## src/rtl/CacheSystemTypes.sv

```systemverilog
// Shared types and defaults for the cache flush manager and its per-target trackers.
// Phase encoding leaves values 4..7 unused; the manager recovers from those to FREE.
package CacheSystemTypes;

    localparam int DEFAULT_NUM_TARGETS    = 2;
    localparam int DEFAULT_TIMEOUT_CYCLES = 4096;

    typedef enum logic [2:0] {
        FREE         = 3'd0,
        SEND_REQUEST = 3'd1,
        PROCESSING   = 3'd2,
        WAITING      = 3'd3
    } flushPhase_t;

    function automatic int watchdogWidth(input int timeoutCycles);
        return (timeoutCycles < 1) ? 1 : $clog2(timeoutCycles + 1);
    endfunction

endpackage

```

## src/rtl/cache_flush_target_tracker.sv

```systemverilog
// Per-target mask/issued/done flags; the request is combinational from flags and ack.
// A target is never asked twice: issued blocks further requests until the next start.
module cache_flush_target_tracker (
    input  logic clk,
    input  logic rst,
    input  logic start,
    input  logic startMask,
    input  logic issuePhase,
    input  logic trackPhase,
    input  logic ack,
    input  logic doneIn,
    output logic req,
    output logic doneHit,
    output logic maskBit,
    output logic issued,
    output logic done
);

    assign req     = issuePhase & maskBit & ~issued & ack;
    // Only a done for a request already registered as issued counts.
    assign doneHit = trackPhase & maskBit & issued & doneIn;

    always_ff @(posedge clk) begin
        if (rst) begin
            maskBit <= 1'b0;
            issued  <= 1'b0;
            done    <= 1'b0;
        end else if (start) begin
            maskBit <= startMask;
            issued  <= 1'b0;
            done    <= 1'b0;
        end else begin
            if (req) begin
                issued <= 1'b1;
            end
            if (doneHit) begin
                done <= 1'b1;
            end
        end
    end

endmodule

```

## src/rtl/multi_cache_flush_manager.sv

```systemverilog
// Fans one flush request out to NUM_TARGETS caches, collects completions, watchdog-guarded.
// Requests wait per target for its ack; the result is held in WAITING until flushReq releases it.
module multi_cache_flush_manager
    import CacheSystemTypes::*;
#(
    parameter int NUM_TARGETS    = DEFAULT_NUM_TARGETS,
    parameter int TIMEOUT_CYCLES = DEFAULT_TIMEOUT_CYCLES
) (
    input  logic                   clk,
    input  logic                   rst,
    input  logic                   flushReq,
    input  logic [NUM_TARGETS-1:0] flushMask,
    output logic                   flushComplete,
    output logic                   flushTimeout,
    output logic                   busy,
    output logic [NUM_TARGETS-1:0] tgtFlushReq,
    input  logic [NUM_TARGETS-1:0] tgtFlushReqAck,
    input  logic [NUM_TARGETS-1:0] tgtFlushDone,
    output logic [NUM_TARGETS-1:0] tgtDoneStatus
);

    localparam int              WD_W     = watchdogWidth(TIMEOUT_CYCLES);
    localparam bit              WD_EN    = (TIMEOUT_CYCLES != 0);
    localparam logic [WD_W-1:0] WD_LIMIT = WD_EN ? WD_W'(TIMEOUT_CYCLES - 1) : '0;

    flushPhase_t            phase;
    logic [WD_W-1:0]        wdog;
    logic [WD_W-1:0]        wdogNext;
    logic                   timeoutFlag;

    logic [NUM_TARGETS-1:0] maskVec;
    logic [NUM_TARGETS-1:0] issuedVec;
    logic [NUM_TARGETS-1:0] doneVec;
    logic [NUM_TARGETS-1:0] reqVec;
    logic [NUM_TARGETS-1:0] doneHitVec;

    logic phaseValid;
    logic issuePhase;
    logic trackPhase;
    logic start;
    logic trackerClear;
    logic allIssued;
    logic allDone;
    logic timeoutHit;

    assign phaseValid   = phase inside {FREE, SEND_REQUEST, PROCESSING, WAITING};
    assign issuePhase   = (phase == SEND_REQUEST);
    assign trackPhase   = issuePhase | (phase == PROCESSING);
    assign start        = (phase == FREE) & flushReq;
    assign trackerClear = rst | ~phaseValid;

    // Requests and dones landing this cycle count toward the exit conditions.
    assign allIssued  = &(~maskVec | issuedVec | reqVec);
    assign allDone    = &(~maskVec | doneVec | doneHitVec);
    assign timeoutHit = WD_EN && (wdog == WD_LIMIT);
    assign wdogNext   = (WD_EN && (wdog != WD_LIMIT)) ? wdog + WD_W'(1) : wdog;

    for (genvar i = 0; i < NUM_TARGETS; i++) begin : gTarget
        cache_flush_target_tracker uTracker (
            .clk        (clk),
            .rst        (trackerClear),
            .start      (start),
            .startMask  (flushMask[i]),
            .issuePhase (issuePhase),
            .trackPhase (trackPhase),
            .ack        (tgtFlushReqAck[i]),
            .doneIn     (tgtFlushDone[i]),
            .req        (reqVec[i]),
            .doneHit    (doneHitVec[i]),
            .maskBit    (maskVec[i]),
            .issued     (issuedVec[i]),
            .done       (doneVec[i])
        );
    end

    always_ff @(posedge clk) begin
        if (rst) begin
            phase       <= FREE;
            wdog        <= '0;
            timeoutFlag <= 1'b0;
        end else begin
            case (phase)
                FREE: begin
                    if (flushReq) begin
                        wdog        <= '0;
                        timeoutFlag <= 1'b0;
                        phase       <= (flushMask != '0) ? SEND_REQUEST : WAITING;
                    end
                end
                SEND_REQUEST: begin
                    if (timeoutHit) begin
                        phase       <= WAITING;
                        timeoutFlag <= 1'b1;
                    end else begin
                        wdog <= wdogNext;
                        if (allIssued) begin
                            phase <= PROCESSING;
                        end
                    end
                end
                PROCESSING: begin
                    // Completion beats a watchdog expiry in the same cycle.
                    if (allDone) begin
                        phase       <= WAITING;
                        timeoutFlag <= 1'b0;
                    end else if (timeoutHit) begin
                        phase       <= WAITING;
                        timeoutFlag <= 1'b1;
                    end else begin
                        wdog <= wdogNext;
                    end
                end
                WAITING: begin
                    if (flushReq) begin
                        phase <= FREE;
                    end
                end
                default: begin
                    phase       <= FREE;
                    wdog        <= '0;
                    timeoutFlag <= 1'b0;
                end
            endcase
        end
    end

    assign flushComplete = (phase == WAITING);
    assign flushTimeout  = (phase == WAITING) & timeoutFlag;
    assign busy          = trackPhase;
    assign tgtFlushReq   = reqVec;
    assign tgtDoneStatus = phaseValid ? doneVec : '0;

endmodule

```

## config.mk

```make
export PLATFORM = sky130hd
export DESIGN_NAME = multi_cache_flush_manager
export DESIGN_NICKNAME = d
export VERILOG_FILES = /design/src/rtl/CacheSystemTypes.sv /design/src/rtl/cache_flush_target_tracker.sv /design/src/rtl/multi_cache_flush_manager.sv
export SDC_FILE = /design/constraint.sdc
export NUM_CORES = 1
export LEC_CHECK = 0
export CORE_UTILIZATION = 55
export CTS_CLUSTER_DIAMETER = 40
export DETAILED_ROUTE_END_ITERATION = 16
export GPL_TIMING_DRIVEN = 1
export MAX_ROUTING_LAYER = met4
export PLACE_DENSITY = 0.81
export SYNTH_ARGS = -nofsm -noshare
export SYNTH_HDL_FRONTEND = slang
export SYNTH_SLANG_ARGS = --single-unit
export TNS_END_PERCENT = 10
```

## constraint.sdc

```tcl
create_clock -name clk -period 2.55 [get_ports clk]
set_clock_uncertainty 0.05 [all_clocks]
set_input_delay 0.6375 -clock clk [delete_from_list [all_inputs] [get_ports clk]]
set_output_delay 0.6375 -clock clk [all_outputs]
set_load 0.02 [all_outputs]
```

==> results.cfg <==
[outcome]
outcome = complete, no violations

[die]
start_util_pct = 59.48
die-area_sq_um = 2664
dieHeight_microns = 51.62
core_sq_um = 2276
io_pins = 16
row_count = 17
fp.dieW_microns = 51.62

[power_and_ir_drop]
p_int_uw = 733.3
ir_drop_v = 0.0005533
power.total_uw = 1160
power_frac_clock_pct = 23.7
power_density_nw_per_um2 = 727.8
p_sw_share_pct = 36.79
combPwrFrac_pct = 41.3
power_leakage_uw = 0.0006323
seq_power_share_pct = 35.0
p_sw_uw = 426.8

[timing]
fin_crit_ns = 2.446
setup_viol = 0
clock.fmax_ghz = 0.4089
drv_slew = 0
grt_setup_unrepaired = no
worst_slew_pin_slew_ns = 0.4528
max_slew_margin_pct = 69.58
fin_crit_sh_pct = 95.90
hold_violations = 0

[finish]
diodes = 0
nets = 182
drive_gt1_share_pct = 16.77
finalNonFillerCells = 195
fill_cells = 172
final_common_cell = dfxtp_1
syn_to_final_growth_pct = 17.75
final_cell_area_sq_um = 1594
final_cell_mix = dfxtp_1, nor2_1, nand2_1
fin_util_pct = 70.04

[synthesis]
ys_warn_count = 0
async_reset_ff_share_pct = 0
synth_edf_count = 0
yosys.area_share.adder_pct = 4.621
synth_mux_area_share_pct = 2.957
synth-xor-area-share_pct = 5.176
ys_ff_latch = 22
synth_compound_area_share_pct = 11.28
synth_area_leaders = dfxtp_1, xor2_1, ha_1
synth_nets = 161
yosys_most_used_dff = dfxtp_1
syn_area_sq_um = 1354
synth_area_per_cell_sq_um = 9.210
ys_seq_area_share_pct = 32.53
ys_types = 46
syn_inst = 147
synth_top_family_by_area = simple AND/OR/NAND/NOR gates
synthDominantCellAreaShare_pct = 32.53
synth_top_area_cell = dfxtp_1
yosys.area_share.simple_pct = 37.43

[route]
vias_per_cell = 6.000
vias = 1170
ant_nets = 0
wl_mm = 2.940
wire_per_inst_microns = 15.08
dr.pass1.iters = 4
drc = 0
drt_iter0_markers = 30

[clocking]
clkTransAtPathRegs_ns = 0.13
cts_num_sinks = 22
cts_hold_buf = 0
cts_root_buf = clkbuf_4
clk-insertion-delay-late_ns = 0.33
cts_max_level = 1
cts_buffers = 3
cts.path.max_buffers = 2
cts_tree = done

[critical_path]
setup.worst_path.start = phase[0]$_SDFFE_PP0P_
critPathKind = register to output port
cp-end-kind = output port
reg2reg_from = phase[0]$_SDFFE_PP0P_
worstSetupStartpointType = register
arrival_ns = 1.76
cp_max_fo = 5
required_ns = 1.86

[global_route]
grt_max_degree = 14
grt_util_all_layers_pct = 25.92
grt_pass1_wl_mm = 4.919
antenna_found_initial = 0
overflow = 0
grt_pass1_vias = 1094

[placed_design]
io_buffers = 15
dp.cells = 190
dp_hpwl_mm = 2.201
placed_cell_area_sq_um = 1525
gp_congestion = 0.8377

[worst_hold_path]
hp-start = wdog[1]$_SDFFE_PP0P_
hp-class = register to register

[flow_run]
max_cap_viol_count = 0
==> cell type report <==
type	count	area, sq um	area share [%]
Inverter	4	15.01	0.9419
Clock buffer	3	22.52	1.413
Tap cell	28	35.03	2.198
Sequential cell	22	442.9	27.79
Clock inverter	1	30.03	1.884
Multi-Input combinational cell	114	843.3	52.90
Timing Repair Buffer	23	205.2	12.87
==> per-layer routing <==
layer  GRT usage, %  vias up  share of wire (%)
met5              -        -                  0
met4          6.757        0                1.1
met3          6.433        6                4.9
met2          41.77       32                 49
met1          32.37      551                 46
li1               -      581                  -
==> logic make-up after synthesis <==
| group | after synthesis |
|---|---|
| flip-flops | 22 |
| adder cells (fa/ha/maj) | 5 |
| XOR/XNOR | 8 |
| AO/OA/AOI/OAI | 21 |
| buffers and inverters | 11 |
| AND/OR/NAND/NOR | 76 |
| multiplexers | 4 |
==> timing repair <==
action | in CTS | in global routing
resized for setup | 8 | 5
setup buffers | 0 | 1
endpoints found under the setup margin | 6 | 3
pin swaps | 0 | 1
==> worst max-delay path: stages (launching register included) <==
cell             delay [ns]
dfxtp_2                0.36
buf_4                  0.13
ha_2                   0.21
nor4_1                 0.23
buf_4                  0.19
nor2b_1                0.04
clkdlybuf4s15_1        0.27
==> sequential cells by signal, summed over array words and instances (netlist names) <==
signal	count
gTarget.uTracker.maskBit	2
phase	2
gTarget.uTracker.issued	2
gTarget.uTracker.done	2
wdog	13
timeoutFlag	1
==> power by group through the flow <==
stage | sequential (uW) | combinational (uW) | clock [uW]
3_3_place_gp | 409 | 454 | 0
6_report | 406 | 479 | 275
3_5_place_dp | 411 | 468 | 0
5_1_grt | 409 | 523 | 293
2_1_floorplan | 402 | 328 | 0
4_1_cts | 404 | 467 | 274
==> final timing paths <==
path	end	slack, ns	cells past startpoint
worst max register to register	wdog[0]$_SDFFE_PP0P_	0.41	7
worst min register to register	wdog[1]$_SDFFE_PP0P_	0.44	2
worst max-delay path	tgtDoneStatus[1]	0.10	6
worst min-delay path	wdog[1]$_SDFFE_PP0P_	0.44	2
==> per-stage QoR <==
| step | hold slack, ns | setup TNS [ns] | worst slack [ns] |
|---|---|---|---|
| 6_report | 0.4428 | 0 | 0.1045 |
| 5_1_grt | 0.4654 | 0 | 0.02493 |
| 4_1_cts | 0.4425 | 0 | 0.01903 |
| 3_5_place_dp | 0.4243 | -0.3014 | -0.2481 |
| 3_3_place_gp | 0.4126 | -0.2594 | -0.2134 |
| 2_1_floorplan | 0.3922 | 0 | 0.4154 |
==> Yosys cell counts (2+ instances only) <==
cell / n
nor4b_1: 2
inv_1: 4
xor2_1: 8
nor2b_1: 2
nor3_1: 3
buf_6: 3
nand2_1: 10
and3_4: 2
nor3b_1: 3
o21ai_0: 3
ha_1: 5
mux2i_1: 4
nand4_1: 9
o211a_1: 2
nand4_4: 2
nor2_1: 15
nand3_1: 3
or3_1: 2
buf_4: 2
and3_1: 2
nand2b_1: 5
and4b_1: 2
nor4_1: 2
dfxtp_1: 22
o22ai_1: 2
a21oi_1: 8
Power figures use the tool's default switching activity.
==> RTL edit 1: new RTL, config.mk and constraints unchanged <==
`DEFAULT_NUM_TARGETS`: 2 -> 1.
--- a/src/rtl/CacheSystemTypes.sv
+++ b/src/rtl/CacheSystemTypes.sv
@@ -3,5 +3,5 @@
 package CacheSystemTypes;
 
-    localparam int DEFAULT_NUM_TARGETS    = 2;
+    localparam int DEFAULT_NUM_TARGETS    = 1;
     localparam int DEFAULT_TIMEOUT_CYCLES = 4096;
 
Interface: changed (5 resized); port bits go from 16 to 11. The function was not compared with the original's and may differ.
==> RTL edit 1 against the original RTL <==
- first-iteration DRC count is 53% lower
- power is 13% lower
- largest cell class unchanged
- area after synthesis is 22% lower
- worst hold slack worse by 18 ps
- die area is 21% lower
- sequential share of layout area is 2.5 points higher
- sequential cell count is 3 lower
- setup slack worse by 57 ps
- design area is 21% lower
- wire length is 25% lower
- critical path type unchanged
- non-clock buffer count is 6 lower
==> RTL edit 1: results (changes against the original RTL) <==
Timing
The tightest hold margin is 424.9 ps (-17.82 ps). The transition time at the pin with the least slew margin is 543.7 ps (+90.80 ps).

Placement
The placer congestion estimate is 0.8496 (+1.4%). The detailed-placement wirelength estimate is 1614 um (-27%). The number of buffers added on ports came to 10 (-5). The cell area after placement is 1222 um2 (-20%).

Setup path
In this run the critical register-to-register path is captured at wdog[10]. The cell with the largest stage delay on the worst path is sky130_fd_sc_hd__clkdlybuf4s50_1. The highest fanout seen on the critical path is 8 (+3).

The timing endpoint of the critical path is flushTimeout. The data arrival time of the critical path is 1820 ps (+60 ps). The maximum single-stage delay on the critical path came to 590 ps (+230 ps). The slack of the worst reg-to-reg path was 260 ps (-150 ps).

Global routing
The first-pass GRT wire length is 3912 um (-20%). The number of global-route vias before repair is 905 (-17%). The pin count of the biggest net entering global routing is 12 (-2).

The global router's overall resource usage was 0.2632 (+0.004036).

Synthesis
The xor/xnor cell area share of the yosys netlist was 0.02482 (-0.02693). The synthesized-area fraction occupied by ao, oa, aoi and oai cells is 0.1690 (+0.05628). The number of nets produced by synthesis was 140 (-13%). The sequential element share of the synthesized area is 0.3593 (+0.03401). Yosys attributes the largest share of cell area to sky130_fd_sc_hd__dfxtp_1 36%, sky130_fd_sc_hd__ha_1 5.9%, sky130_fd_sc_hd__a21oi_1 5.7%, sky130_fd_sc_hd__nand2_1 4.3%, sky130_fd_sc_hd__nor2_1 4.3%. The share of cell area taken by muxes after synthesis is 0.009456 (-0.02012). The distinct cell type count of the synthesized netlist was 40 (-13%). The commonest cells after synthesis are 19 x sky130_fd_sc_hd__dfxtp_1, 12 x sky130_fd_sc_hd__a21oi_1, 12 x sky130_fd_sc_hd__nand2_1, 12 x sky130_fd_sc_hd__nor2_1, 8 x sky130_fd_sc_hd__inv_1. The adder-cell share of the synthesized area is 0.05910 (+0.01289).

Detailed routing
The number of optimization iterations in the first detailed-route pass was 4 (unchanged). The wire length per cell after detailed routing is 12.78 um (-15%). The total number of vias was 975 (-17%). The number of DRC markers after the initial detailed-route iteration is 14 (-53%).

Layout
The area added between synthesis and finish is 18.68%. The layout cell share with drive strength beyond 1 is 0.1429 (-0.02481). The number of inserted filler cells in the final layout is 156 (-9.3%). The number of nets in the layout was 159 (-13%).

Hold path
The tightest min-delay check is of the reg2reg type. The endpoint of the worst hold path is wdog[12]. The startpoint of the worst hold path is wdog[12].

CTS
The latest clock arrival within the worst-skew pair was 310 ps (-20 ps). The H-tree depth reported by CTS came to 1 (unchanged). In this run the clock root is driven by a sky130_fd_sc_hd__clkbuf_4. The clock transition at the registers of the reported paths is 100 ps (-30 ps). The largest buffer count on any clock path is 2 (unchanged). The number of buffers inserted by post-CTS setup repair is 0 (unchanged). The number of clock buffers inserted by TritonCTS was 3 (unchanged).

Power
The maximum resistive drop on vdd was 678.1 uV (+23%). The standby leakage power was 0.4659 nW (-26%).

Run status
The run finished with clean final reports.
[RTL edit 1: changes by cell type after synthesis, sizes merged, moves of 4 or more]
cell | unedited run | this run
buf | 6 | 2
xor2 | 8 | 3
nand2b | 5 | 1
inv | 4 | 8
a21oi | 8 | 12
or4 | 0 | 5
or3 | 2 | 6
nand4 | 12 | 5
[RTL edit 1: layout make-up]
| type | count | area share |
|---|---|---|
| clock buffer | 3 | 0.01793 |
| clock inverter | 1 | 0.003984 |
| inverter | 8 | 0.02390 |
| multi-input combinational | 99 | 0.5050 |
| sequential | 19 | 0.3028 |
| tap | 25 | 0.02490 |
| timing repair buffer | 17 | 0.1215 |
[RTL edit 1: stage by stage]
stage / instances / setup WS, ps / TNS [ps]
2_1_floorplan: 129 / 390.4 / 0
3_3_place_gp: 168 / -61.64 / -61.64
3_5_place_dp: 168 / -89.09 / -89.09
4_1_cts: 172 / 2.008 / 0
5_1_grt: 172 / -59.83 / -111.9
6_report: 172 / 47.22 / 0
[RTL edit 1: routing by layer]
layer | track usage | part of all wire
met1 | 0.3510 | 0.53
met4 | 0.06471 | 0.0073
met2 | 0.3803 | 0.44
met3 | 0.08730 | 0.026
met5 | - | 0
[RTL edit 1: timing repair]
item	CTS	global route
gates resized for setup	3	1
hold buffers	0	0
setup endpoints to repair	2	3
[RTL edit 1: report_power, final]
group,internal (mW),total (mW),switching (mW)
combinational,0.216,0.502,0.287
sequential,0.325,0.352,0.0272
clock,0.0585,0.156,0.0978
[RTL edit 1: worst max-delay path: cells and delay by family, from the launching register on]
family	cells	cell delay (ps)
buf+inv	1	590
simple gates	1	170
flops	1	410
fa+ha+maj	1	360
==> RTL edit 2: new RTL, same flow settings <==
Made on the original files. Put a register stage on the outputs `flushTimeout` and `tgtDoneStatus`, cleared by the reset. The values now appear one clock later. The other outputs are not delayed to match.
--- a/src/rtl/multi_cache_flush_manager.sv
+++ b/src/rtl/multi_cache_flush_manager.sv
@@ -126,8 +126,15 @@
 
     assign flushComplete = (phase == WAITING);
-    assign flushTimeout  = (phase == WAITING) & timeoutFlag;
     assign busy          = trackPhase;
     assign tgtFlushReq   = reqVec;
-    assign tgtDoneStatus = phaseValid ? doneVec : '0;
+    always_ff @(posedge clk) begin
+        if (rst) begin
+            flushTimeout  <= '0;
+            tgtDoneStatus <= '0;
+        end else begin
+            flushTimeout  <= (phase == WAITING) & timeoutFlag;
+            tgtDoneStatus <= phaseValid ? doneVec : '0;
+        end
+    end
 
 endmodule
Formal check against the unedited RTL: not equivalent (Yosys sat finds a counterexample within 4 cycles, from zero or initial values and one cycle with rst high).
==> RTL edit 2 against the original RTL <==
- setup slack better by 68 ps
- sequential power grew 12%
- sequential cell count increased by 3
- design area is 6.3% lower
- final cell count decreased by 1.0%
- power is 0.21% lower
- utilization is 2.5 points lower
- critical path depth fell by 4
- area after synthesis fell by 4.8%
- wire length is 9.9% lower
- critical path type unchanged
==> RTL edit 2: results (changes against the original RTL) <==
Run status
The flow ran to the end, and the final reports show no timing, DRC or antenna violations.

Synthesis
Yosys attributes the largest share of cell area to sky130_fd_sc_hd__dfxtp_1 39%, sky130_fd_sc_hd__nor2_1 7.0%, sky130_fd_sc_hd__xor2_1 6.8%, sky130_fd_sc_hd__ha_1 4.9%, sky130_fd_sc_hd__nand4_1 4.9%. Ranked by instance count, the synthesized netlist is headed by 25 x sky130_fd_sc_hd__dfxtp_1, 24 x sky130_fd_sc_hd__nor2_1, 10 x sky130_fd_sc_hd__nand4_1, 10 x sky130_fd_sc_hd__xor2_1, 7 x sky130_fd_sc_hd__a21oi_1. The number of nets produced by synthesis was 162 (+0.62%). The distinct cell type count of the synthesized netlist came to 39 (-15%). The sequential element share of the synthesized area is 0.3883 (+0.06303). The total number of yosys warnings came to 0 (unchanged).

The share of synthesized flip-flops with an asynchronous set or reset is 0 (unchanged).

CTS
The cell at the root of the clock tree is sky130_fd_sc_hd__clkbuf_4. The number of instances resized during post-cts repair is 3 (-5). The latest clock arrival within the worst-skew pair is 320 ps. The clock transition at the registers of the reported paths is 130 ps (about the same).

Layout
The number of inserted filler cells in the final layout was 192 (+12%). The multi-input gate share of total cell area came to 0.4883 (-0.04077). The number of non-clock inverters in the layout came to 5 (+1). The layout cell share with drive strength beyond 1 came to 0.09697 (-0.07069). The number of buffers outside the clock class in the layout is 20 (-13%). The non-clock buffer contribution to total cell area was 0.1231 (-0.005613). The register share of the cell area is 0.3350 (+0.05714). The multi-input combinational cell count is 111 (-2.6%).

The number of nets in the layout came to 180 (-1.1%). The clock tree buffer count of the final layout came to 4 (+1). The number of sequential cells in the layout is 25 (+14%).

Floorplanning
The die footprint is 2541 um2 (-4.6%).

Placement
The detailed-placement wirelength estimate came to 1878 um (-15%). The placer congestion estimate came to 0.8335 (-0.50%). The placement-stage worst setup slack is -62.86 ps (+185.3 ps).

Power
The standby leakage power came to 0.6044 nW (-4.4%).

Setup path
The maximum single-stage delay on the critical path is 640 ps (+280 ps). The data arrival time of the critical path came to 1690 ps (-70 ps). The highest fanout seen on the critical path came to 10 (+5). Among all stages on the critical path, the largest delay is contributed by sky130_fd_sc_hd__clkdlybuf4s50_1.

Timing
The transition time at the pin with the least slew margin came to 486.5 ps (+33.69 ps).

Global routing
The number of global-route vias before repair was 1081 (-1.2%). The global router's overall resource usage is 0.2528 (-0.006382).

Detailed routing
The sum of met3 wire segment lengths after detailed routing was 83 um (-42%). The final routed wirelength across all metal layers is 2649 um (-9.9%). The met1 wire length is 1294 um (-3.3%). The number of DRC markers after the initial detailed-route iteration came to 23 (-23%). The detailed-routed wire length on met2 was 1226 um (-14%). The via density per instance is 5.855 (-2.4%).
[RTL edit 2: cell types whose count changed in the layout (fill, tap and decap cells not counted), sizes merged, moves of 3 or more]
| cell | change |
|---|---|
| clkdlybuf4s50 | +3 |
| dfxtp | +3 |
| nand3 | +3 |
| buf | -3 |
| a211o | +3 |
| nor2 | +8 |
| nand2 | -4 |
[RTL edit 2: layer usage]
layer | up-vias | global-route usage
li1 | 561 | -
met1 | 541 | 0.3352
met2 | 23 | 0.3822
met3 | 5 | 0.03030
met4 | 0 | 0.1204
met5 | - | -
[RTL edit 2: kinds of logic (layout without fill, tap and decap cells)]
group,Yosys count,after routing,share of synthesized area
AO/OA/AOI/OAI,20,20,0.1087
flip-flops,25,25,0.3883
AND/OR/NAND/NOR,73,73,0.3155
multiplexers,3,3,0.02330
adder cells (fa/ha/maj),5,5,0.04854
buffers and inverters,12,29,0.04757
XOR/XNOR,10,10,0.06796
[RTL edit 2: report_power, final]
| group | internal [mW] | leakage [nW] | switching [mW] |
|---|---|---|---|
| clock network | 0.0613 | 0.0150 | 0.119 |
| registers | 0.421 | 0.202 | 0.0329 |
| logic | 0.207 | 0.387 | 0.316 |
| total | 0.690 | 0.604 | 0.468 |
[RTL edit 2: worst paths after layout]
path	depth (start not counted)	from	slack, ps	end
worst max-delay path	2	phase[1]	170	flushComplete
worst min-delay path	2	timeoutFlag	390	flushTimeout
worst max register to register	7	phase[0]	320	wdog[9]
worst min register to register	2	timeoutFlag	390	flushTimeout
[RTL edit 2: per-stage QoR]
stage	cells	total power [mW]	utilization
2_1_floorplan	148	0.8317	-
3_3_place_gp	189	0.9689	0.6640
3_5_place_dp	189	0.9887	0.6640
4_1_cts	193	1.153	0.6742
5_1_grt	193	1.236	0.6753
6_report	193	1.158	0.6753
